==> config.mk <==
export PLATFORM = sky130hd
export DESIGN_NAME = gate_step_sequencer_flat
export DESIGN_NICKNAME = d
export VERILOG_FILES = /design/src/rtl/gate_step_sequencer_if.sv /design/src/rtl/gate_step_sequencer.sv /design/src/flat_wrapper.sv
export SDC_FILE = /design/constraint.sdc
export NUM_CORES = 1
export LEC_CHECK = 0
export CAP_MARGIN = 10
export CORE_ASPECT_RATIO = 1.75
export CORE_MARGIN = 5
export CORE_UTILIZATION = 35
export CTS_CLUSTER_SIZE = 14
export DETAILED_ROUTE_END_ITERATION = 16
export PLACE_DENSITY = 0.52
export SYNTH_ARGS = -nofsm -noshare
export SYNTH_HDL_FRONTEND = slang
export SYNTH_SLANG_ARGS = --single-unit
export TNS_END_PERCENT = 50
==> constraint.sdc <==
create_clock -name clk -period 5.5 [get_ports clk]
set_input_delay 0.825 -clock clk [delete_from_list [all_inputs] [get_ports clk]]
set_output_delay 0.825 -clock clk [all_outputs]
set_load 0.02 [all_outputs]
==> src/rtl/gate_step_sequencer_if.sv <==
// gate_step_sequencer_if
//   Bundles the program-load port, the run handshake and the two
//   wire-selection stage buses of the gate step sequencer.
//   slave  : the sequencer side (receives program/run requests and the
//            registered a/b/c, drives selects, gate results and status).
//   master : the controller / selection-stage side.
interface gate_step_sequencer_if #(
  parameter int NUMBER_OF_INPUT_WIRES = 4,
  parameter int CHOICE_WIDTH          = $clog2(NUMBER_OF_INPUT_WIRES),
  parameter int PROGRAM_DEPTH         = 16,
  parameter int PC_WIDTH              = $clog2(PROGRAM_DEPTH),
  parameter int INSTR_WIDTH           = 2 + 3*CHOICE_WIDTH
);
  // program load
  logic                    prog_we;
  logic [PC_WIDTH-1:0]     prog_addr;
  logic [INSTR_WIDTH-1:0]  prog_data;
  // run handshake
  logic                    start;
  logic [PC_WIDTH:0]       prog_length;
  logic                    busy;
  logic                    done;
  logic [PC_WIDTH-1:0]     pc;
  // input-selection stage
  logic [CHOICE_WIDTH-1:0] in_a_select, in_b_select, in_c_select;
  logic                    a_in, b_in, c_in;
  // output-selection stage
  logic [CHOICE_WIDTH-1:0] out_a_select, out_b_select, out_c_select;
  logic                    out_a, out_b, out_c;

  modport slave (
    input  prog_we, prog_addr, prog_data, start, prog_length,
    input  a_in, b_in, c_in,
    output in_a_select, in_b_select, in_c_select,
    output out_a_select, out_b_select, out_c_select,
    output out_a, out_b, out_c, busy, done, pc
  );

  modport master (
    output prog_we, prog_addr, prog_data, start, prog_length,
    output a_in, b_in, c_in,
    input  in_a_select, in_b_select, in_c_select,
    input  out_a_select, out_b_select, out_c_select,
    input  out_a, out_b, out_c, busy, done, pc
  );
endinterface

==> src/rtl/gate_step_sequencer.sv <==
// gate_step_sequencer
//   Steps through a loadable program of reversible gates, one gate every
//   3 cycles (ISSUE -> EXEC -> COMMIT). ISSUE drives the input-selection
//   stage selects, EXEC computes the gate from the registered a/b/c and
//   registers result + selects toward the output-selection stage, COMMIT
//   lets the output stage capture them and advances the pc.
// Ports:
//   clk, reset        clock, synchronous active-high reset
//   bus (slave)       program write, start/prog_length, busy/done/pc,
//                     in_*_select / a_in,b_in,c_in, out_*_select / out_*
//   single_step, step only with GATE_STEP_SEQUENCER_SINGLE_STEP_EN:
//                     pause after each non-final gate until step
// Optional feature macro: GATE_STEP_SEQUENCER_SINGLE_STEP_EN
// Instruction word: {op[1:0], a_sel, b_sel, c_sel}
//   op 00 NOP, 01 NOT (c^=1), 10 CNOT (c^=b), 11 CCNOT (c^=a&b)
module gate_step_sequencer #(
  parameter int NUMBER_OF_INPUT_WIRES = 4,
  parameter int CHOICE_WIDTH          = $clog2(NUMBER_OF_INPUT_WIRES),
  parameter int PROGRAM_DEPTH         = 16,
  parameter int PC_WIDTH              = $clog2(PROGRAM_DEPTH),
  parameter int INSTR_WIDTH           = 2 + 3*CHOICE_WIDTH
) (
  input  logic                   clk,
  input  logic                   reset,
`ifdef GATE_STEP_SEQUENCER_SINGLE_STEP_EN
  input  logic                   single_step,
  input  logic                   step,
`endif
  gate_step_sequencer_if.slave   bus
);

`ifdef GATE_STEP_SEQUENCER_SINGLE_STEP_EN
  typedef enum logic [2:0] {
    S_IDLE, S_ISSUE, S_EXEC, S_COMMIT, S_FINISH, S_PAUSE
  } state_t;
`else
  typedef enum logic [2:0] {
    S_IDLE, S_ISSUE, S_EXEC, S_COMMIT, S_FINISH
  } state_t;
`endif

  localparam logic [PC_WIDTH:0] DEPTH_L = (PC_WIDTH+1)'(PROGRAM_DEPTH);

  state_t                            state_q, state_d;
  logic [PC_WIDTH-1:0]               pc_q, pc_d;
  logic [PC_WIDTH-1:0]               last_q, last_d;   // index of final gate
  logic [2:0][CHOICE_WIDTH-1:0]      in_sel_q, in_sel_d;  // [2]=a [1]=b [0]=c
  logic [2:0][CHOICE_WIDTH-1:0]      out_sel_q, out_sel_d;
  logic [2:0]                        out_val_q, out_val_d;

  logic [INSTR_WIDTH-1:0]            mem [PROGRAM_DEPTH];
  logic [INSTR_WIDTH-1:0]            instr;
  logic [1:0]                        op;
  logic [2:0][CHOICE_WIDTH-1:0]      instr_sel;
  logic                              c_res;
  logic [PC_WIDTH:0]                 len_clamped;

  assign instr     = mem[pc_q];
  assign op        = instr[INSTR_WIDTH-1 -: 2];
  assign instr_sel = instr[3*CHOICE_WIDTH-1:0];
  assign len_clamped = (bus.prog_length > DEPTH_L) ? DEPTH_L : bus.prog_length;

  // Program memory is deliberately not reset; writes only land in IDLE.
  always_ff @(posedge clk) begin
    if (bus.prog_we && state_q == S_IDLE)
      mem[bus.prog_addr] <= bus.prog_data;
  end

  // a and b pass through; only c is modified.
  always_comb begin
    c_res = bus.c_in;
    case (op)
      2'b00:   c_res = bus.c_in;
      2'b01:   c_res = ~bus.c_in;
      2'b10:   c_res = bus.c_in ^ bus.b_in;
      default: c_res = bus.c_in ^ (bus.a_in & bus.b_in);
    endcase
  end

  // state register
  always_ff @(posedge clk) begin
    if (reset) begin
      state_q   <= S_IDLE;
      pc_q      <= '0;
      last_q    <= '0;
      in_sel_q  <= '0;
      out_sel_q <= '0;
      out_val_q <= '0;
    end else begin
      state_q   <= state_d;
      pc_q      <= pc_d;
      last_q    <= last_d;
      in_sel_q  <= in_sel_d;
      out_sel_q <= out_sel_d;
      out_val_q <= out_val_d;
    end
  end

  // next state
  always_comb begin
    state_d   = state_q;
    pc_d      = pc_q;
    last_d    = last_q;
    in_sel_d  = in_sel_q;
    out_sel_d = out_sel_q;
    out_val_d = out_val_q;
    case (state_q)
      S_IDLE: begin
        if (bus.start) begin
          if (bus.prog_length == '0) begin
            state_d = S_FINISH;
          end else begin
            last_d  = PC_WIDTH'(len_clamped - 1'b1);
            pc_d    = '0;
            state_d = S_ISSUE;
          end
        end
      end
      S_ISSUE: begin
        in_sel_d = instr_sel;   // hold what was issued once ISSUE ends
        state_d  = S_EXEC;
      end
      S_EXEC: begin
        out_val_d = {bus.a_in, bus.b_in, c_res};
        out_sel_d = instr_sel;
        state_d   = S_COMMIT;
      end
      S_COMMIT: begin
        if (pc_q == last_q) begin
          state_d = S_FINISH;
        end else begin
`ifdef GATE_STEP_SEQUENCER_SINGLE_STEP_EN
          if (single_step) begin
            state_d = S_PAUSE;
          end else begin
            pc_d    = pc_q + PC_WIDTH'(1);
            state_d = S_ISSUE;
          end
`else
          pc_d    = pc_q + PC_WIDTH'(1);
          state_d = S_ISSUE;
`endif
        end
      end
`ifdef GATE_STEP_SEQUENCER_SINGLE_STEP_EN
      S_PAUSE: begin
        // leaving single-step mode also releases the pause
        if (step || !single_step) begin
          pc_d    = pc_q + PC_WIDTH'(1);
          state_d = S_ISSUE;
        end
      end
`endif
      S_FINISH: state_d = S_IDLE;
      default:  state_d = S_IDLE;
    endcase
  end

  // outputs
  always_comb begin
    bus.busy = (state_q != S_IDLE);
    bus.done = (state_q == S_FINISH);
    bus.pc   = pc_q;
    if (state_q == S_ISSUE) begin
      bus.in_a_select = instr_sel[2];
      bus.in_b_select = instr_sel[1];
      bus.in_c_select = instr_sel[0];
    end else begin
      bus.in_a_select = in_sel_q[2];
      bus.in_b_select = in_sel_q[1];
      bus.in_c_select = in_sel_q[0];
    end
    bus.out_a_select = out_sel_q[2];
    bus.out_b_select = out_sel_q[1];
    bus.out_c_select = out_sel_q[0];
    bus.out_a        = out_val_q[2];
    bus.out_b        = out_val_q[1];
    bus.out_c        = out_val_q[0];
  end

endmodule

==> src/flat_wrapper.sv <==
// flat-port wrapper written by rule: the top's interface ports become plain ports
module gate_step_sequencer_flat 
#(
  parameter int NUMBER_OF_INPUT_WIRES = 4,
  parameter int CHOICE_WIDTH          = $clog2(NUMBER_OF_INPUT_WIRES),
  parameter int PROGRAM_DEPTH         = 16,
  parameter int PC_WIDTH              = $clog2(PROGRAM_DEPTH),
  parameter int INSTR_WIDTH           = 2 + 3*CHOICE_WIDTH
)
  (clk, reset, bus_prog_we, bus_prog_addr, bus_prog_data, bus_start, bus_prog_length, bus_a_in, bus_b_in, bus_c_in, bus_in_a_select, bus_in_b_select, bus_in_c_select, bus_out_a_select, bus_out_b_select, bus_out_c_select, bus_out_a, bus_out_b, bus_out_c, bus_busy, bus_done, bus_pc);
  gate_step_sequencer_if #(.NUMBER_OF_INPUT_WIRES(NUMBER_OF_INPUT_WIRES), .CHOICE_WIDTH(CHOICE_WIDTH), .PROGRAM_DEPTH(PROGRAM_DEPTH), .PC_WIDTH(PC_WIDTH), .INSTR_WIDTH(INSTR_WIDTH)) bus_i ();
  input  logic clk;
  input  logic reset;
  input wire logic [$bits(bus_i.prog_we)-1:0] bus_prog_we;
  input wire logic [$bits(bus_i.prog_addr)-1:0] bus_prog_addr;
  input wire logic [$bits(bus_i.prog_data)-1:0] bus_prog_data;
  input wire logic [$bits(bus_i.start)-1:0] bus_start;
  input wire logic [$bits(bus_i.prog_length)-1:0] bus_prog_length;
  input wire logic [$bits(bus_i.a_in)-1:0] bus_a_in;
  input wire logic [$bits(bus_i.b_in)-1:0] bus_b_in;
  input wire logic [$bits(bus_i.c_in)-1:0] bus_c_in;
  output wire logic [$bits(bus_i.in_a_select)-1:0] bus_in_a_select;
  output wire logic [$bits(bus_i.in_b_select)-1:0] bus_in_b_select;
  output wire logic [$bits(bus_i.in_c_select)-1:0] bus_in_c_select;
  output wire logic [$bits(bus_i.out_a_select)-1:0] bus_out_a_select;
  output wire logic [$bits(bus_i.out_b_select)-1:0] bus_out_b_select;
  output wire logic [$bits(bus_i.out_c_select)-1:0] bus_out_c_select;
  output wire logic [$bits(bus_i.out_a)-1:0] bus_out_a;
  output wire logic [$bits(bus_i.out_b)-1:0] bus_out_b;
  output wire logic [$bits(bus_i.out_c)-1:0] bus_out_c;
  output wire logic [$bits(bus_i.busy)-1:0] bus_busy;
  output wire logic [$bits(bus_i.done)-1:0] bus_done;
  output wire logic [$bits(bus_i.pc)-1:0] bus_pc;
  assign bus_i.prog_we = bus_prog_we;
  assign bus_i.prog_addr = bus_prog_addr;
  assign bus_i.prog_data = bus_prog_data;
  assign bus_i.start = bus_start;
  assign bus_i.prog_length = bus_prog_length;
  assign bus_i.a_in = bus_a_in;
  assign bus_i.b_in = bus_b_in;
  assign bus_i.c_in = bus_c_in;
  assign bus_in_a_select = bus_i.in_a_select;
  assign bus_in_b_select = bus_i.in_b_select;
  assign bus_in_c_select = bus_i.in_c_select;
  assign bus_out_a_select = bus_i.out_a_select;
  assign bus_out_b_select = bus_i.out_b_select;
  assign bus_out_c_select = bus_i.out_c_select;
  assign bus_out_a = bus_i.out_a;
  assign bus_out_b = bus_i.out_b;
  assign bus_out_c = bus_i.out_c;
  assign bus_busy = bus_i.busy;
  assign bus_done = bus_i.done;
  assign bus_pc = bus_i.pc;
  gate_step_sequencer #(.NUMBER_OF_INPUT_WIRES(NUMBER_OF_INPUT_WIRES), .CHOICE_WIDTH(CHOICE_WIDTH), .PROGRAM_DEPTH(PROGRAM_DEPTH), .PC_WIDTH(PC_WIDTH), .INSTR_WIDTH(INSTR_WIDTH)) u_core (.clk(clk), .reset(reset), .bus(bus_i));
endmodule
[Word level (Yosys, flattened, before mapping)]
Memories as Yosys holds them, arrays and structs flattened. A register that Yosys moved wholly into a read port is not among the register bits.
Cells that the tools add are included.
Operators by class
  add/subtract/negate cells: 2
  $lt $le $gt $ge: 1
  equality and inequality tests: 10
  muxes and demuxes: 17
  bitwise operators: 5
  reductions and logical operators: 8
Operators with widths (number)
  $mux W4: 6
  $pmux W3 S4: 1
  $mux W3: 3
  $pmux W4 S2: 1
  $eq A3 B2 Y1 const B: 2
  $mux W2: 3
  $ne A2 B2 Y1 const B: 3
  $gt A5 B5 Y1 const B: 1
  $logic_not A5 Y1: 1
  $add A4 B1 Y4 const B: 1
  $eq A4 B4 Y1: 1
  $reduce_and A4 Y1: 1
  $sub A4 B1 Y4 const B: 1
  $eq A3 B1 Y1 const B: 1
  $eq A3 B3 Y1 const B: 1
  $logic_not A3 Y1: 1
  $pmux W1 S3: 1
  $reduce_and A3 Y1: 1
  $reduce_bool A3 Y1: 1
  $eq A2 B1 Y1 const B: 1
  $eq A2 B2 Y1 const B: 1
  $logic_not A2 Y1: 1
  $mux W1: 2
  $not A1 Y1: 2
  4 further kinds: 5
Word-level totals
  register bits after elaboration: 26
  memory bits (writable): 128
  output and inout bits: 21
  word-level logic and storage cells: 54
  memories kept: 1
Memories
  u_core.mem: words 16, bits a word 8, read ports 1, clocked after memory_dff 1, write ports 1, line gate_step_sequencer.sv:51  | logic [INSTR_WIDTH-1:0] mem [PROGRAM_DEPTH];

[Logic depth before layout (Yosys ltp)]
Gate-level depths: netlist of the first run.
  word-level depth: 6
  depth in mapped cells: 8

[Worst setup path after synthesis of the first run]
No wires, ideal clock.
  kind: register to output
  start: reg with a tool-made name
  end: out bus_in_a_select[0]
  arrival time: 1.858 ns
  required time: 4.675 ns
  slack: 2.817 ns
  stages on the path, launching flop included: 6
  path buffers: 2
  path through: dfxtp_1 buf_6 buf_6 mux4_2 mux4_2 mux2_4
RTL lines
  end: declaration: line flat_wrapper.sv:22  | output wire logic [$bits(bus_i.in_a_select)-1:0] bus_in_a_select;

==> results, run 1 <==
- The share of total power dissipated in sequential elements is 0.479.
- The type of the worst min-delay path is reg2reg.
- Before antenna repair, the detailed router went through 4 iterations.
- Once the clock tree was built, the resizer swapped 0 gates to a different size.
- The multiplexer area fraction after synthesis is 0.1577.
- The leading register cell type out of synthesis is sky130_fd_sc_hd__edfxtp_1.
- The net switching share of the total power is 0.2587.
- Of the total synthesized cell area, the portion taken by XOR and XNOR cells is 0.01538.
- Counting every net in the synthesized netlist gives 378.
- Setup violations remaining at the end of the flow were counted as 0.
- The most frequent cell on the critical path is sky130_fd_sc_hd__mux4_2.
- Setup slack on the critical path of the routed design comes to 1398 ps.
- The number of post-CTS setup repair buffers is 0.
- The setup TNS is 0 ps.
- The global route total overflow is 0.
- The ratio of total power to cell area is 378.5 nW/um^2.
- The via count of the first global-routing pass is 3417.
- In the final routed layout, each cell accounts on average for 21.11 um.
- During placement, the flow inserted port buffers numbering 44.
- The type of the worst setup path is reg2out.
- The fill cell instance count of the final layout is 1515.
- The maximum clock skew at final layout is 13.52 ps.
- The core region is 17540 um^2.
- The number of nets with antenna violations after routing is 0.
- The share of the Yosys chip area taken by registers is 0.7093.
- Detailed placement finished with a half-perimeter wire length of 9259 um.
- The H-tree generated during clock tree synthesis spans 4 levels.
- The tree is rooted in a sky130_fd_sc_hd__clkbuf_16.
- Clock-pin slew was measured on the worst setup and hold paths at 60 ps.
- Yosys mapped the design onto 39 distinct sky130hd cell types.
- Broken down by cell family, the worst path's largest delay share belongs to multiplexers.
- The congestion estimate from routability-driven global placement came to 0.7149.
- The first global-routing pass estimated 20810 um of wire.
- Traced cell by cell, the critical path runs through buf_4 > mux4_2 > mux4_2 > mux2_4 > clkdlybuf4s50_1.
- The count of unresolved DRC violations after routing is 0.
- The worst setup path is captured at a primary output.
- The register bit count reported by yosys is 158.
- The proportion of power drawn by combinational gates is 0.119.
- The number of cell rows is 64.
- Using the TritonRoute via totals, the vias-per-cell ratio works out to 4.923.
- CTS saw 158 sinks.
- The final-report hold violation count is 0.
- The max-slew violation count is 0.
- A synthesized cell averages 17.80 um^2.
- The biggest cell delay along the critical path is 620 ps.
- The leakage power is 2.351 nW.
- The initial antenna violation count came to 0.
- The clock latency on the worst-skew pair is 430 ps.
- The area share of and/or/nand/nor cells after synthesis is 0.06609.
- 0 antenna diodes ended up in the layout.
- The routed layout has 3190 vias.
- At the worst endpoint, the required time is 4680 ps.
- In this run, synthesis inferred 128 flip-flops with an integrated enable.
- The slowest stage of the critical path belongs to the cell sky130_fd_sc_hd__dfxtp_2.
- The number of clock buffers inserted by TritonCTS is 17.
- The clock share of power is 0.401.
- The cell count after synthesis came out at 352.
- The synthesized netlist occupies a cell area of 6266 um^2.
- The x dimension of the die is 111.1 um.
- The count of max-cap constraint violations is 0.
- Compared with the post-synthesis result, the final layout area differs by 20.37%.
- The worst slew margin relative to its limit is 0.2153.
- The worst-path maximum fanout is 13.
- The net switching power of the design is 0.7386 mW.
- Of the total synthesized cell area, the portion taken by full adders, half adders and majority gates is 0.003994.
- Setup repair after global routing left no endpoint under its margin.
- The floorplan step set the die height to 187 um.
- The effective utilization at floorplan is 0.3573.
- The category of the worst setup path launch point is a flip-flop.
- The final critical-path share of the clock period is 0.7459.
- The pin count of the biggest net entering global routing is 33.
- The overall die area is 20780 um^2.
- The highest clock rate is 243.8 MHz.
- Of all flip-flops after synthesis, the portion carrying an async set or reset was 0.
- The flow ran to the end, and the final reports show no timing, DRC or antenna violations.
- The combinational family with the most area after synthesis is multiplexers.
- The internal power of the cells totals 2.116 mW.
- The routed design has 13680 um of wire.
- VDD sags by at most 0.1928 mV.
- The number of buffers and inverters on the critical path is 2.
- The number of DRC markers in iteration 0 is 193.
- The number of hold-repair buffers added at the cts stage is 0.
- The clock passes through at most 2 buffers.
- TritonCTS built the clock tree.
- At the worst endpoint, the arrival time is 3280 ps.
- The compound-gate portion of the synthesized area is 0.02556.
- The share of final-layout standard cells stronger than drive strength 1 is 0.2230.
- In this run the count of I/O pins placed on the die edge is 45.
- The net count of the finished layout is 430.
- In the global route stage, overall resource usage came out at 0.1373.
- The post-placement setup slack is 1789 ps.
- At the pin with the least slew margin, the transition time is 1173 ps.
- The post-layout minimum cycle time is 4102 ps.
- The warning count from the yosys run is 0.
logic make-up after synthesis:
family	after synthesis
and+or+nand+nor	89
AOI/OAI and AO/OA	23
DFF	158
xor gates and xnor gates	11
adders and majority gates	2
buffers and inverters	22
muxes	47
cell usage after synthesis (4+ instances only):
library cell	n	share of area
sky130_fd_sc_hd__nor2_1	30	0.018
sky130_fd_sc_hd__clkbuf_1	7	0.0042
sky130_fd_sc_hd__buf_2	4	0.0032
sky130_fd_sc_hd__buf_6	4	0.0072
sky130_fd_sc_hd__xnor2_1	10	0.014
sky130_fd_sc_hd__edfxtp_1	128	0.61
sky130_fd_sc_hd__inv_1	4	0.0024
sky130_fd_sc_hd__dfxtp_1	30	0.096
sky130_fd_sc_hd__mux4_2	39	0.14
sky130_fd_sc_hd__a21oi_1	11	0.0088
sky130_fd_sc_hd__nor3_1	9	0.0072
sky130_fd_sc_hd__nor2b_1	8	0.0080
sky130_fd_sc_hd__mux2_4	6	0.014
sky130_fd_sc_hd__nand2_1	24	0.014
worst reg2reg max path, delay by kind of cell (launching register included):
| family | cells | cell delay (ps) |
|---|---|---|
| AND/OR/NAND/NOR | 4 | 2230 |
| flip-flops | 1 | 410 |
sequential cells by signal, summed over array words and instances (netlist names), named ones only:
signal	flops
u_core.mem	128
u_core.bus.out_b_select	2
u_core.in_sel_q	6
u_core.bus.out_c_select	2
u_core.out_val_q	3
u_core.last_q	4
u_core.bus.pc	4
u_core.state_q	3
u_core.bus.out_a_select	2
power groups by stage:
stage	clock network [mW]	logic [mW]	registers [mW]
CTS	1.17	0.347	1.37
detailed placement	0	0.346	1.40
global placement	0	0.341	1.39
finish	1.15	0.341	1.37
floorplan	0	0.241	1.38
global route	1.23	0.367	1.37
stage by stage:
| stage | instances | hold slack, ps | utilization | cell area [um^2] | total power [mW] |
|---|---|---|---|---|---|
| floorplan | 352 | 488.3 | - | 6266 | 1.623 |
| global placement | 616 | 443.7 | 0.3960 | 6944 | 1.736 |
| detailed placement | 616 | 450.1 | 0.3960 | 6944 | 1.742 |
| CTS | 648 | 459.0 | 0.4301 | 7542 | 2.887 |
| global route | 648 | 476.0 | 0.4301 | 7542 | 2.973 |
| finish | 648 | 455.2 | 0.4301 | 7542 | 2.855 |
cell usage in the layout, fill, tap and decap left out, types with 3 or more instances in the layout:
cell type                         count
sky130_fd_sc_hd__edfxtp_1           128
sky130_fd_sc_hd__nor2b_1              8
sky130_fd_sc_hd__nor3_2               5
sky130_fd_sc_hd__clkbuf_16           17
sky130_fd_sc_hd__mux4_2              39
sky130_fd_sc_hd__nor3_1               5
sky130_fd_sc_hd__nand3_1              3
sky130_fd_sc_hd__mux2_4               6
sky130_fd_sc_hd__nor2_1              30
sky130_fd_sc_hd__dfxtp_1             28
sky130_fd_sc_hd__nand2_1             24
sky130_fd_sc_hd__nand4_1              3
sky130_fd_sc_hd__clkdlybuf4s50_1     44
sky130_fd_sc_hd__clkinvlp_4           3
sky130_fd_sc_hd__inv_8                6
sky130_fd_sc_hd__inv_1                4
sky130_fd_sc_hd__clkinv_8             4
sky130_fd_sc_hd__xnor2_1             10
sky130_fd_sc_hd__a21oi_1             11
sky130_fd_sc_hd__buf_4                6
path summary, 6_finish.rpt:
check | cells after the start | to | startpoint | slack [ps]
hold reg to reg | 2 | u_core.bus.out_a_select[1] | u_core.bus.out_a_select[1] | 460
hold / removal | 2 | u_core.bus.out_a_select[1] | u_core.bus.out_a_select[1] | 460
setup reg to reg | 4 | u_core.mem[12][1] | u_core.state_q[1] | 2480
setup / recovery | 5 | bus_in_b_select[0] | flip-flop | 1400
metal layers:
metal	GRT usage	wire length, um
met3	0.03334	479
met2	0.2537	7653
met5	0	0
met1	0.1515	5301
met4	0.05012	244
final cells by class:
class                      count  area (um^2)  area share
inverter                       5        18.77    0.002488
multi-input combinational    172         1704      0.2259
tap                          231        289.0     0.03832
timing repair buffer          50        485.5     0.06437
sequential                   158         4447      0.5896
clock inverter                15        172.7     0.02289
clock buffer                  17        425.4     0.05640
No activity file was read; power rests on OpenSTA's default activity.
==> run 2: changes to the inputs <==
Clock period 5.5 ns to 3.8 ns, I/O delays scaled along.
==> run 2 against run 1 <==
Worst setup slack worse by 1200 ps. Hold slack hardly changed. Final cell count is 2.0% higher. Flip-flop and latch count stayed put. Final area is 1.4% higher. Via count is 4.1% higher. Clock power is 50% higher. Critical path depth stayed put. Die area stayed put. Count of clock-buffer cells in the layout stayed put. First-iteration DRC count is 3.1% higher. Critical endpoint is now bus_in_b_select[1].
==> results, run 2 (synthesis gave the netlist of run 1 again) <==
- The count of unresolved DRC violations after routing is 0 (unchanged).
- RSZ-0062 raised after global routing: false (unchanged).
- The number of clock buffers inserted by TritonCTS is 17 (unchanged).
- Status: complete, no violations (unchanged).
- The die span in y came to 187 um (unchanged).
- The net count of the finished layout is 443 (was 430).
- The TritonCTS clock tree is yes (unchanged).
- The via count of the first global-routing pass is 3565 (was 3417).
- The measured slew at the worst slew-check pin is 901.5 ps (was 1173 ps).
- The type of the worst setup path is reg2out (unchanged).
- The number of DRC markers in iteration 0 is 199 (was 193).
- The CTS root buffer is sky130_fd_sc_hd__clkbuf_16 (unchanged).
- The global route total overflow is 0 (unchanged).
- The met2 capacity usage during global routing is 0.2572 (was 0.2537).
- The buffering stage count on the worst path with inverters included is 2 (unchanged).
- The pin count of the biggest net entering global routing is 33 (unchanged).
- The routed length per placed instance came to 21.20 um (was 21.11 um).
- The number of ports placed on the die boundary is 45 (unchanged).
- The via count is 3322 (was 3190).
- The H-tree depth was 4 (unchanged).
- The final-report hold violation count was 0 (unchanged).
- The most common cell after layout, fill and taps aside is sky130_fd_sc_hd__edfxtp_1 (unchanged).
- The average vias per placed instance is 5.026 (was 4.923).
- The iteration count of the initial detailed-routing pass was 6 (was 4).
- The number of cell rows is 64 (unchanged).
- The master of the slowest instance on the critical path is sky130_fd_sc_hd__mux4_2 (was sky130_fd_sc_hd__dfxtp_2).
- The type of the worst min-delay path is reg2reg (unchanged).
- The sort of element at the end of the critical path is a primary output (unchanged).
- The worst endpoint required time was 3230 ps (was 4680 ps).
- The weighted congestion at the end of routability-driven global placement is 0.7308 (was 0.7149).
- The post-detailed-placement half-perimeter wirelength was 9588 um (was 9259 um).
- The number of clock sinks seen by CTS is 158 (unchanged).
- The quantity of gates resized following cts is 0 (unchanged).
- The category of the worst setup path launch point is a flip-flop (unchanged).
- The leakage power is 2.435 nW (was 2.351 nW).
- The met3 track demand over resource is 0.02914 (was 0.03334).
- The biggest cell delay along the critical path is 550 ps (was 620 ps).
- The met1 layer usage reported by global route is 0.1603 (was 0.1515).
- Top flop regs: u_core.mem x128, u_core.in_sel_q x6 (unchanged).
- The post-layout total power came to 4.207 mW (was 2.855 mW).
- For the finished layout, the period the worst path requires is 3636 ps.
- The area of the core is 17540 um^2 (unchanged).
- List of cells traversed by the critical path: buf_12 > mux4_2 > mux4_2 > mux2_4 > clkdlybuf4s50_1 (was buf_4 > mux4_2 > mux4_2 > mux2_4 > clkdlybuf4s50_1).
- The overall die area was 20780 um^2 (unchanged).
- The ratio of total power to cell area is 550.2 nW/um^2 (was 378.5 nW/um^2).
- The x dimension of the die is 111.1 um (unchanged).
- The maximum clock skew at final layout is 8.852 ps (was 13.52 ps).
- The largest register by flop count is u_core.mem (unchanged).
- The most used routing layer is met2 (unchanged).
- The number of post-CTS setup repair buffers came to 0 (unchanged).
- The effective utilization at floorplan is 0.3573 (unchanged).
- The worst-path maximum fanout was 26 (was 13).
- The setup TNS was 0 ps (unchanged).
- The first-pass GRT wire length is 21710 um (was 20810 um).
- Most frequent cells in the layout: sky130_fd_sc_hd__edfxtp_1, sky130_fd_sc_hd__clkdlybuf4s50_1, sky130_fd_sc_hd__mux4_2, sky130_fd_sc_hd__nor2_1, sky130_fd_sc_hd__dfxtp_1 (unchanged).
- The maximum vdd drop is 0.2714 mV (was 0.1928 mV).
- The clock latency on the worst-skew pair was 420 ps (was 430 ps).
- The number of buffers added on ports came to 44 (unchanged).
- The kind of cell adding the most delay to the critical path was multiplexers (unchanged).
- The worst slew margin relative to its limit is 0.3971 (was 0.2153).
- The final critical-path share of the clock period is 0.9568.
- The clock transition at the register clock pins on the worst setup and hold paths after CTS came to 70 ps (was 60 ps).
- The count of max-cap constraint violations is 0 (unchanged).
- The number of hold-repair buffers added at the cts stage is 0 (unchanged).
- The flip-flop count of the largest register after layout was 128 (unchanged).
- Derived from the worst setup path, the maximum achievable clock frequency is 275.0 MHz.
- The share of final-layout standard cells stronger than drive strength 1 is 0.2326 (was 0.2230).
- The number of nets with antenna violations after routing is 0 (unchanged).
- The final-report setup violation count is 0 (unchanged).
- The antenna diode count is 0 (unchanged).
- The most frequent cell on the critical path is sky130_fd_sc_hd__mux4_2 (unchanged).
- The arrival time at the worst endpoint is 3070 ps (was 3280 ps).
- The area added between synthesis and finish is 22.04% (was 20.37%).
- The all-layer global routing usage was 0.1402 (was 0.1373).
- The max-slew violation count is 0 (unchanged).
- The maximum buffer depth of the clock tree came to 2 (unchanged).
- The total length of routed wires came to 14020 um (was 13680 um).
- The initial antenna violation count is 0 (unchanged).
-- run 2: cell count changes in the layout (fill, tap and decap cells not counted), sizes merged --
cell	delta
clkinv	-1
bufinv	+2
inv	+1
clkinvlp	-2
buf	+13
-- run 2: cell type report --
type	count	area (um^2)
Inverter	5	18.77
Multi-Input combinational cell	172	1684
Clock buffer	17	425.4
Tap cell	231	289.0
Fill cell	1523	9889
Timing Repair Buffer	63	608.1
Clock inverter	15	176.4
Sequential cell	158	4446
-- run 2: worst paths after layout --
kind                                   start                          to  slack, ps  cells after the start
setup reg to reg           u_core.state_q[1]           u_core.mem[12][1]       1160                      5
hold reg to reg   u_core.bus.out_a_select[0]  u_core.bus.out_a_select[0]        460                      2
hold / removal    u_core.bus.out_a_select[0]  u_core.bus.out_a_select[0]        460                      2
setup / recovery                   flip-flop          bus_in_b_select[1]        160                      5
-- run 2: worst reg2reg max path: stages, from the launching register on --
cell                      delay (ps)
sky130_fd_sc_hd__dfxtp_1         420
sky130_fd_sc_hd__nor3_1          700
sky130_fd_sc_hd__nand2_1         190
sky130_fd_sc_hd__or3_1           420
sky130_fd_sc_hd__nor2_1          370
sky130_fd_sc_hd__buf_4           260
-- run 2: report_power, final --
group          internal (mW)  total (mW)  switching [mW]
Clock                  0.995        1.72           0.730
Sequential              1.93        1.97          0.0413
Combinational          0.258       0.515           0.257
-- run 2: routing by layer --
metal / share of wire / up-vias
li1: - / 1507
met1: 0.39 / 1710
met2: 0.56 / 92
met3: 0.039 / 13
met4: 0.014 / 0
met5: 0 / -
-- run 2: per-stage QoR --
stage	utilization	instances	hold WS [ps]	cell area, um^2	worst slack, ps
2_1_floorplan	-	352	488.3	6266	1372
3_3_place_gp	0.4018	629	440.8	7046	583.5
3_5_place_dp	0.4018	629	447.6	7046	581.9
4_1_cts	0.4361	661	457.1	7647	118.6
5_1_grt	0.4361	661	480.4	7647	38.14
6_report	0.4361	661	455.3	7647	164.3
==> run 3: changes to the inputs <==
Settings changed: CORE_MARGIN 5 to unset.
==> run 3 against run 2 <==
Count of clock-buffer cells in the layout unchanged. Final cell count is 0.15% higher. Clock power fell by 5%. First-iteration DRC count is 8.0% lower. Combinational power is essentially flat. Global-route usage up 2.0 points. Non-clock buffer count increased by 1. Core utilization barely moved. Die area shrank 11%. Wire length fell by 3.3%. Worst setup slack better by 19 ps. Critical path depth stayed put. Critical endpoint is now bus_in_c_select[0].
==> results, run 3 (synthesis gave the netlist of run 1 again) <==
- The met3 track demand over resource was 0.04016 (was 0.02914).
- The post-layout minimum cycle time came to 3617 ps (was 3636 ps).
- The number of stages on the worst hold path is 2 (unchanged).
- The count of non-filler cells in the finished layout came to 662 (was 661).
- The minimum hold slack is 458.7 ps (was 455.3 ps).
- The highest clock rate is 276.5 MHz (was 275.0 MHz).
- The most used routing layer is met2 (unchanged).
- The overall die area is 18460 um^2 (was 20780 um^2).
- The net count of the finished layout is 444 (was 443).
- The category of the worst setup path launch point was a flip-flop (unchanged).
- The flip-flop count of the largest register after layout is 128 (unchanged).
- The clock latency on the worst-skew pair is 410 ps (was 420 ps).
- The share of final-layout standard cells stronger than drive strength 1 is 0.2343 (was 0.2326).
- The first-pass GRT wire length came to 19950 um (was 21710 um).
- The via count is 3310 (was 3322).
- The post-layout total power is 4.128 mW (was 4.207 mW).
- The max-slew violation count came to 0 (unchanged).
- The count of max-cap constraint violations is 0 (unchanged).
- The measured slew at the worst slew-check pin came to 836.5 ps (was 901.5 ps).
- The number of DRC markers in iteration 0 is 183 (was 199).
- The iteration count of the initial detailed-routing pass is 4 (was 6).
- The quantity of gates resized following cts is 0 (unchanged).
- The all-layer global routing usage came to 0.1600 (was 0.1402).
- The startpoint of the most critical hold path is u_core.bus.out_b_select[1] (was u_core.bus.out_a_select[0]).
- The final-report setup violation count is 0 (unchanged).
- The x dimension of the die is 103.1 um (was 111.1 um).
- The count of placed standard cells including taps was 630 (was 629).
- The die span in y is 179 um (was 187 um).
- The routed length per placed instance is 20.48 um (was 21.20 um).
- The sort of element at the end of the critical path is a primary output (unchanged).
- The area of the core came to 17540 um^2 (unchanged).
- Top flop regs: u_core.mem x128, u_core.in_sel_q x6 (unchanged).
- The final-report hold violation count is 0 (unchanged).
- The worst slew margin relative to its limit is 0.4406 (was 0.3971).
- The number of clock buffers inserted by TritonCTS is 17 (unchanged).
- The type of the worst setup path was reg2out (unchanged).
- The H-tree depth is 4 (unchanged).
- The CTS root buffer is sky130_fd_sc_hd__clkbuf_16 (unchanged).
- The maximum clock skew at final layout is 10.29 ps (was 8.852 ps).
- The type of the worst min-delay path is reg2reg (unchanged).
- The post-placement setup slack was 583.4 ps (was 581.9 ps).
- The area added between synthesis and finish was 21.92% (was 22.04%).
- Status: complete, no violations (unchanged).
- The number of hold-repair buffers added at the cts stage came to 0 (unchanged).
- The worst endpoint required time is 3230 ps (about the same).
- The leakage power is 2.428 nW (was 2.435 nW).
- The fill cell instance count of the final layout is 1539 (was 1523).
- The met2 capacity usage during global routing is 0.2958 (was 0.2572).
- The total length of routed wires came to 13560 um (was 14020 um).
- The weighted congestion at the end of routability-driven global placement is 0.7217 (was 0.7308).
- The pin count of the biggest net entering global routing is 33 (unchanged).
- The number of buffers added on ports is 44 (unchanged).
- Most frequent cells in the layout: sky130_fd_sc_hd__edfxtp_1, sky130_fd_sc_hd__clkdlybuf4s50_1, sky130_fd_sc_hd__mux4_2, sky130_fd_sc_hd__nor2_1, sky130_fd_sc_hd__dfxtp_1 (unchanged).
- The count of unresolved DRC violations after routing is 0 (unchanged).
- The global route total overflow was 0 (unchanged).
- The setup TNS is 0 ps (unchanged).
- The most common cell after layout, fill and taps aside was sky130_fd_sc_hd__edfxtp_1 (unchanged).
- The average vias per placed instance is 5.000 (was 5.026).
- The via count of the first global-routing pass is 3450 (was 3565).
- The largest register by flop count is u_core.mem (unchanged).
- The final critical-path share of the clock period came to 0.9519 (was 0.9568).
- The number of post-CTS setup repair buffers was 0 (unchanged).
- The post-detailed-placement half-perimeter wirelength came to 9169 um (was 9588 um).
- RSZ-0062 raised after global routing: false (unchanged).
- The clock transition at the register clock pins on the worst setup and hold paths after CTS was 60 ps (was 70 ps).
- The cell count of the worst reg-to-reg path came to 5 (unchanged).
- The number of clock sinks seen by CTS was 158 (unchanged).
- The startpoint of the worst register-to-register path was u_core.state_q[1] (unchanged).
- The worst-path maximum fanout came to 10 (was 26).
- The initial antenna violation count is 0 (unchanged).
- The met1 layer usage reported by global route is 0.1628 (was 0.1603).
- The number of nets with antenna violations after routing was 0 (unchanged).
- The number of ports placed on the die boundary is 45 (unchanged).
- The number of cell rows is 64 (unchanged).
- The TritonCTS clock tree is yes (unchanged).
- The maximum buffer depth of the clock tree is 2 (unchanged).
- The ratio of total power to cell area is 540.4 nW/um^2 (was 550.2 nW/um^2).
- The antenna diode count is 0 (unchanged).
- The effective utilization at floorplan is 0.3573 (unchanged).
- The arrival time at the worst endpoint is 3050 ps (was 3070 ps).
- The post-route worst setup slack is 182.8 ps (was 164.3 ps).
- The maximum vdd drop came to 0.2910 mV (was 0.2714 mV).
==> run 3: changes by cell type in the layout (fill, tap and decap cells not counted), sizes merged <==
cell	previous run	this run
buf	19	20
bufinv	2	1
clkinvlp	1	2
==> run 3: critical path, stage by stage (launching register included) <==
cell and delay [ps]:
sky130_fd_sc_hd__dfxtp_2 560, sky130_fd_sc_hd__buf_12 200, sky130_fd_sc_hd__mux4_2 500, sky130_fd_sc_hd__mux4_2 530, sky130_fd_sc_hd__mux2_4 290, sky130_fd_sc_hd__clkdlybuf4s50_1 540
==> run 3: path summary, 6_finish.rpt <==
| kind | endpoint | slack, ps |
|---|---|---|
| worst max-delay path | bus_in_c_select[0] | 180 |
| worst min-delay path | u_core.bus.out_b_select[1] | 460 |
| worst max register to register | u_core.mem[12][2] | 1040 |
| worst min register to register | u_core.bus.out_b_select[1] | 460 |
==> run 3: metrics by stage <==
stage,util,instance area (um^2)
after floorplan,-,6266
after global placement,0.4029,7066
after detailed placement,0.4029,7066
after CTS,0.4356,7640
after global routing,0.4356,7640
final,0.4356,7640
==> run 3: layout make-up <==
type	count	area, um^2	area share
clock inverter	15	148.9	0.01949
timing repair buffer	64	628.1	0.08221
clock buffer	17	425.4	0.05568
sequential	158	4446	0.5819
multi-input combinational	172	1684	0.2204
inverter	5	18.77	0.002457
tap	231	289.0	0.03783
==> run 3: routing by layer <==
layer / vias to the layer above / share of wire
met3: 23 / 0.043
met2: 96 / 0.56
met4: 0 / 0.030
met5: - / 0
met1: 1686 / 0.37
li1: 1505 / -
==> run 3: power breakdown <==
part | leakage (nW) | switching [mW] | total, mW | internal [mW]
sequential | 1.40 | 0.0502 | 1.98 | 1.93
clock | 0.280 | 0.713 | 1.64 | 0.924
combinational | 0.749 | 0.246 | 0.514 | 0.268
total | 2.43 | 1.01 | 4.13 | 3.12
==> edit 1, RTL diff (settings of run 1) <==
Re-encode `state_t` (5 states) as Gray code, 3 bits wide.
--- a/src/rtl/gate_step_sequencer.sv
+++ b/src/rtl/gate_step_sequencer.sv
@@ -36,5 +36,5 @@
 `else
   typedef enum logic [2:0] {
-    S_IDLE, S_ISSUE, S_EXEC, S_COMMIT, S_FINISH
+    S_IDLE = 3'b000, S_ISSUE = 3'b001, S_EXEC = 3'b011, S_COMMIT = 3'b010, S_FINISH = 3'b110
   } state_t;
 `endif
Function: same outputs for any inputs over 10 cycles, from zero or initial values and one cycle with reset high; not proved beyond that.
==> edit 1 against run 1 <==
Total power fell by 0.62%. Area after synthesis fell by 1.2%. Via count rose by 0.91%. Sequential share of layout area fell by 0.085 points. Register-to-register slack improved by 0.20 ns. Synthesized cell count fell by 2.0%. Worst setup slack got worse by 0.23 ns. Sequential cell count did not move. Final area rose by 0.12%. Routed wire length fell by 2.2%. Non-clock buffer count did not move. Critical path type unchanged. Largest cell class unchanged.
==> edit 1: results (changes against run 1) <==
\begin{tabular}{lr}
\hline
Metric & Value \\
\hline
\multicolumn{2}{l}{\textbf{Finish}} \\
\quad Non-filler cells, final & 643 (-0.77\%) \\
\quad Clk cell area share & 8.58\% (+0.65 points) \\
\quad Number of flip-flops and latches & 158 (unchanged) \\
\multicolumn{2}{l}{\textbf{Synthesis}} \\
\quad Multiplexer share of the synthesized area & 15.8\% (about the same) \\
\quad Cell types with the largest area share after synthesis & sky130\_fd\_sc\_hd\_\_edfxtp\_1, sky130\_fd\_sc\_hd\_\_mux4\_2, sky130\_fd\_sc\_hd\_\_dfxtp\_1 \\
\quad Synthesized Nets & 371 (-1.9\%) \\
\quad Post-synth top cells & sky130\_fd\_sc\_hd\_\_edfxtp\_1, sky130\_fd\_sc\_hd\_\_mux4\_2, sky130\_fd\_sc\_hd\_\_dfxtp\_1, sky130\_fd\_sc\_hd\_\_nand2\_1, sky130\_fd\_sc\_hd\_\_nor2\_1 \\
\quad Synthesized instance count & 345 (-2.0\%) \\
\quad Number of distinct library cell variants in the gate-level netlist after synthesis & 37 (-5.1\%) \\
\quad Adder and majority gate portion of the synthesized area & 0.404\% (+0.0048 points) \\
\quad Share of the synthesized netlist area taken by xor and xnor gates & 1.41\% (-0.12 points) \\
\multicolumn{2}{l}{\textbf{GRT}} \\
\quad Via count of the first global-routing pass & 3487 (+2.0\%) \\
\quad Met1 track demand over resource in global routing & 15.7\% (+0.54 points) \\
\quad Total global-route track usage & 14.0\% (+0.22 points) \\
\multicolumn{2}{l}{\textbf{Detailed routing}} \\
\quad Total Wirelength & 13400 um (-2.2\%) \\
\quad Wl on met1 & 5160 um (-2.6\%) \\
\quad Met3 wire length & 701 um (+46\%) \\
\multicolumn{2}{l}{\textbf{Critical path}} \\
\quad Worst R2R Setup Slack & 2.68 ns (+0.20 ns) \\
\quad Endpoint of the lowest-slack register-to-register path & u\_core.in\_sel\_q[3] \\
\quad Worst setup path endpoint & bus\_in\_b\_select[1] \\
\quad Reg2reg path depth & 5 (+1) \\
\multicolumn{2}{l}{\textbf{STA}} \\
\quad Layout Skew & 0.0106 ns (-0.00295 ns) \\
\quad Tightest hold margin & 0.454 ns (-0.000954 ns) \\
\quad Worst-case headroom to the max-slew limit & 22.0\% (+0.44 points) \\
\multicolumn{2}{l}{\textbf{Power}} \\
\quad Maximum vdd ir drop & 0.216 mV (+12\%) \\
\multicolumn{2}{l}{\textbf{Place}} \\
\quad Final weighted congestion in routability-driven placement & 0.738 (+3.2\%) \\
\quad Detailed Place HPWL & 8940 um (-3.5\%) \\
\multicolumn{2}{l}{\textbf{Status}} \\
\quad Result of the run & finished clean \\
\multicolumn{2}{l}{\textbf{Worst hold path}} \\
\quad Launch point of the worst hold path & u\_core.bus.out\_b\_select[0] \\
\hline
\end{tabular}
-- edit 1: changes by cell type after synthesis, moves of 3 or more --
cell	run 1	this run
sky130_fd_sc_hd__buf_6	4	1
sky130_fd_sc_hd__xnor2_1	10	3
sky130_fd_sc_hd__mux2_2	0	6
sky130_fd_sc_hd__nor3_1	9	12
sky130_fd_sc_hd__xor2_1	1	7
sky130_fd_sc_hd__or3_1	2	6
sky130_fd_sc_hd__mux2_4	6	0
sky130_fd_sc_hd__nor2_1	30	22
-- edit 1: stage by stage --
step	setup slack, ns	cell area (um2)
after CTS	1.09	7550
after floorplan	2.68	6190
after global placement	1.56	6900
after global routing	0.929	7550
after detailed placement	1.54	6900
final	1.17	7550
-- edit 1: power by group --
| group | switching (mW) | internal (mW) |
|---|---|---|
| Combinational | 0.107 | 0.114 |
| Clock | 0.491 | 0.779 |
| Sequential | 0.0274 | 1.32 |
==> edit 2, RTL diff (config.mk and constraints of run 1) <==
Made on the original files. `NUMBER_OF_INPUT_WIRES` is set to 4 in 3 places; all go to 8.
--- a/src/rtl/gate_step_sequencer_if.sv
+++ b/src/rtl/gate_step_sequencer_if.sv
@@ -6,5 +6,5 @@
 //   master : the controller / selection-stage side.
 interface gate_step_sequencer_if #(
-  parameter int NUMBER_OF_INPUT_WIRES = 4,
+  parameter int NUMBER_OF_INPUT_WIRES = 8,
   parameter int CHOICE_WIDTH          = $clog2(NUMBER_OF_INPUT_WIRES),
   parameter int PROGRAM_DEPTH         = 16,
--- a/src/rtl/gate_step_sequencer.sv
+++ b/src/rtl/gate_step_sequencer.sv
@@ -15,5 +15,5 @@
 //   op 00 NOP, 01 NOT (c^=1), 10 CNOT (c^=b), 11 CCNOT (c^=a&b)
 module gate_step_sequencer #(
-  parameter int NUMBER_OF_INPUT_WIRES = 4,
+  parameter int NUMBER_OF_INPUT_WIRES = 8,
   parameter int CHOICE_WIDTH          = $clog2(NUMBER_OF_INPUT_WIRES),
   parameter int PROGRAM_DEPTH         = 16,
--- a/src/flat_wrapper.sv
+++ b/src/flat_wrapper.sv
@@ -2,5 +2,5 @@
 module gate_step_sequencer_flat 
 #(
-  parameter int NUMBER_OF_INPUT_WIRES = 4,
+  parameter int NUMBER_OF_INPUT_WIRES = 8,
   parameter int CHOICE_WIDTH          = $clog2(NUMBER_OF_INPUT_WIRES),
   parameter int PROGRAM_DEPTH         = 16,
Interface: changed (7 resized); port bits go from 45 to 54. No check against the original RTL was run, so the function may have changed too.
==> edit 2 against run 1 <==
Area after synthesis rose by 32%. Via count rose by 29%. Total power rose by 20%. Critical path depth did not move. Routed wire length rose by 36%. Synthesized cell count rose by 24%. Final area rose by 30%. Maximum frequency fell by 2.6%. Sequential cell count rose by 54. Worst setup slack got worse by 0.11 ns. Sequential share of layout area rose by 2.5 points. Register-to-register slack improved by 0.27 ns. Critical path type unchanged. Highest routed layer unchanged.
==> edit 2: results (changes against run 1) <==
\begin{tabular}{lr}
\hline
Metric & Value \\
\hline
\multicolumn{2}{l}{\textbf{Status}} \\
\quad Result of the run & finished clean \\
\multicolumn{2}{l}{\textbf{Power}} \\
\quad Switching power & 0.732 mW (-0.87\%) \\
\quad Total leakage power & 2.98 nW (+27\%) \\
\quad Switching Fraction & 21.4\% (-4.5 points) \\
\quad Clock network power share & 39.2\% (-0.9 points) \\
\multicolumn{2}{l}{\textbf{Synthesis}} \\
\quad Number of enable-type register cells in the synthesized netlist & 176 (+38\%) \\
\quad Compound-cell area share of the yosys netlist & 1.70\% (-0.86 points) \\
\quad Adder and majority gate portion of the synthesized area & 0.303\% (-0.096 points) \\
\quad Share of the synthesized netlist area taken by xor and xnor gates & 1.17\% (-0.37 points) \\
\quad Multiplexer share of the synthesized area & 16.3\% (+0.57 points) \\
\quad Part of the Yosys area used for sequential elements & 72.8\% (+1.9 points) \\
\multicolumn{2}{l}{\textbf{Finish}} \\
\quad Inverters & 2 (-3) \\
\quad Nets@finish & 523 (+22\%) \\
\quad Number of buffers other than clock buffers in the final layout & 59 (+18\%) \\
\quad Clk\_buf instances & 26 (+9) \\
\quad Area taken by multi-input logic gates & 0.00216 mm2 (+27\%) \\
\quad Fill count & 2041 (+35\%) \\
\quad Multi-input combinational cell count & 199 (+16\%) \\
\quad Sequential Area & 0.00601 mm2 (+35\%) \\
\multicolumn{2}{l}{\textbf{Die}} \\
\quad Area of the die & 0.0269 mm2 (+29\%) \\
\multicolumn{2}{l}{\textbf{Place}} \\
\quad Port Buf Inserts & 53 (+20\%) \\
\quad Placement Setup Slack & 1.77 ns (-0.0202 ns) \\
\quad Final weighted congestion in routability-driven placement & 0.745 (+4.3\%) \\
\quad Detailed Place HPWL & 11900 um (+28\%) \\
\quad Post-placement cell count & 776 (+26\%) \\
\multicolumn{2}{l}{\textbf{GRT}} \\
\quad Via count of the first global-routing pass & 4455 (+30\%) \\
\quad Wire length of the first global-routing pass & 28300 um (+36\%) \\
\multicolumn{2}{l}{\textbf{Critical path}} \\
\quad Critical-path maximum fanout & 33 (+20) \\
\quad Endpoint of the lowest-slack register-to-register path & u\_core.mem[12][9] \\
\quad Worst R2R Setup Slack & 2.75 ns (+0.27 ns) \\
\multicolumn{2}{l}{\textbf{Detailed routing}} \\
\quad Number of vias per cell after detailed routing & 5.08 (+3.3\%) \\
\quad Routed WL per cell & 23.0 um (+9.1\%) \\
\multicolumn{2}{l}{\textbf{STA}} \\
\quad Post-route worst setup slack & 1.29 ns (-0.112 ns) \\
\multicolumn{2}{l}{\textbf{CTS}} \\
\quad Clock insertion delay at the later pin of the skew report & 0.49 ns (+0.06 ns) \\
\quad Depth of the CTS H-tree & 1 (-3) \\
\hline
\end{tabular}
-- edit 2: cell types whose count changed in the layout (fill, tap and decap cells not counted), moves of 6 or more --
| cell | before | now |
|---|---|---|
| sky130_fd_sc_hd__edfxtp_1 | 128 | 176 |
| sky130_fd_sc_hd__nor2_1 | 30 | 12 |
| sky130_fd_sc_hd__mux4_2 | 39 | 54 |
| sky130_fd_sc_hd__nor2_2 | 0 | 12 |
| sky130_fd_sc_hd__clkdlybuf4s50_1 | 44 | 53 |
| sky130_fd_sc_hd__mux2_2 | 0 | 9 |
| sky130_fd_sc_hd__dfxtp_1 | 28 | 34 |
| sky130_fd_sc_hd__inv_8 | 6 | 0 |
| sky130_fd_sc_hd__mux2_4 | 6 | 0 |
| sky130_fd_sc_hd__nand2_1 | 24 | 30 |
-- edit 2: routing by layer --
metal	up-vias	global-route usage, %	share of wire [%]
li1	1837	-	-
met1	2154	15.9	37
met2	106	27.3	57
met3	21	2.03	4.0
met4	0	5.52	2.5
met5	-	0	0
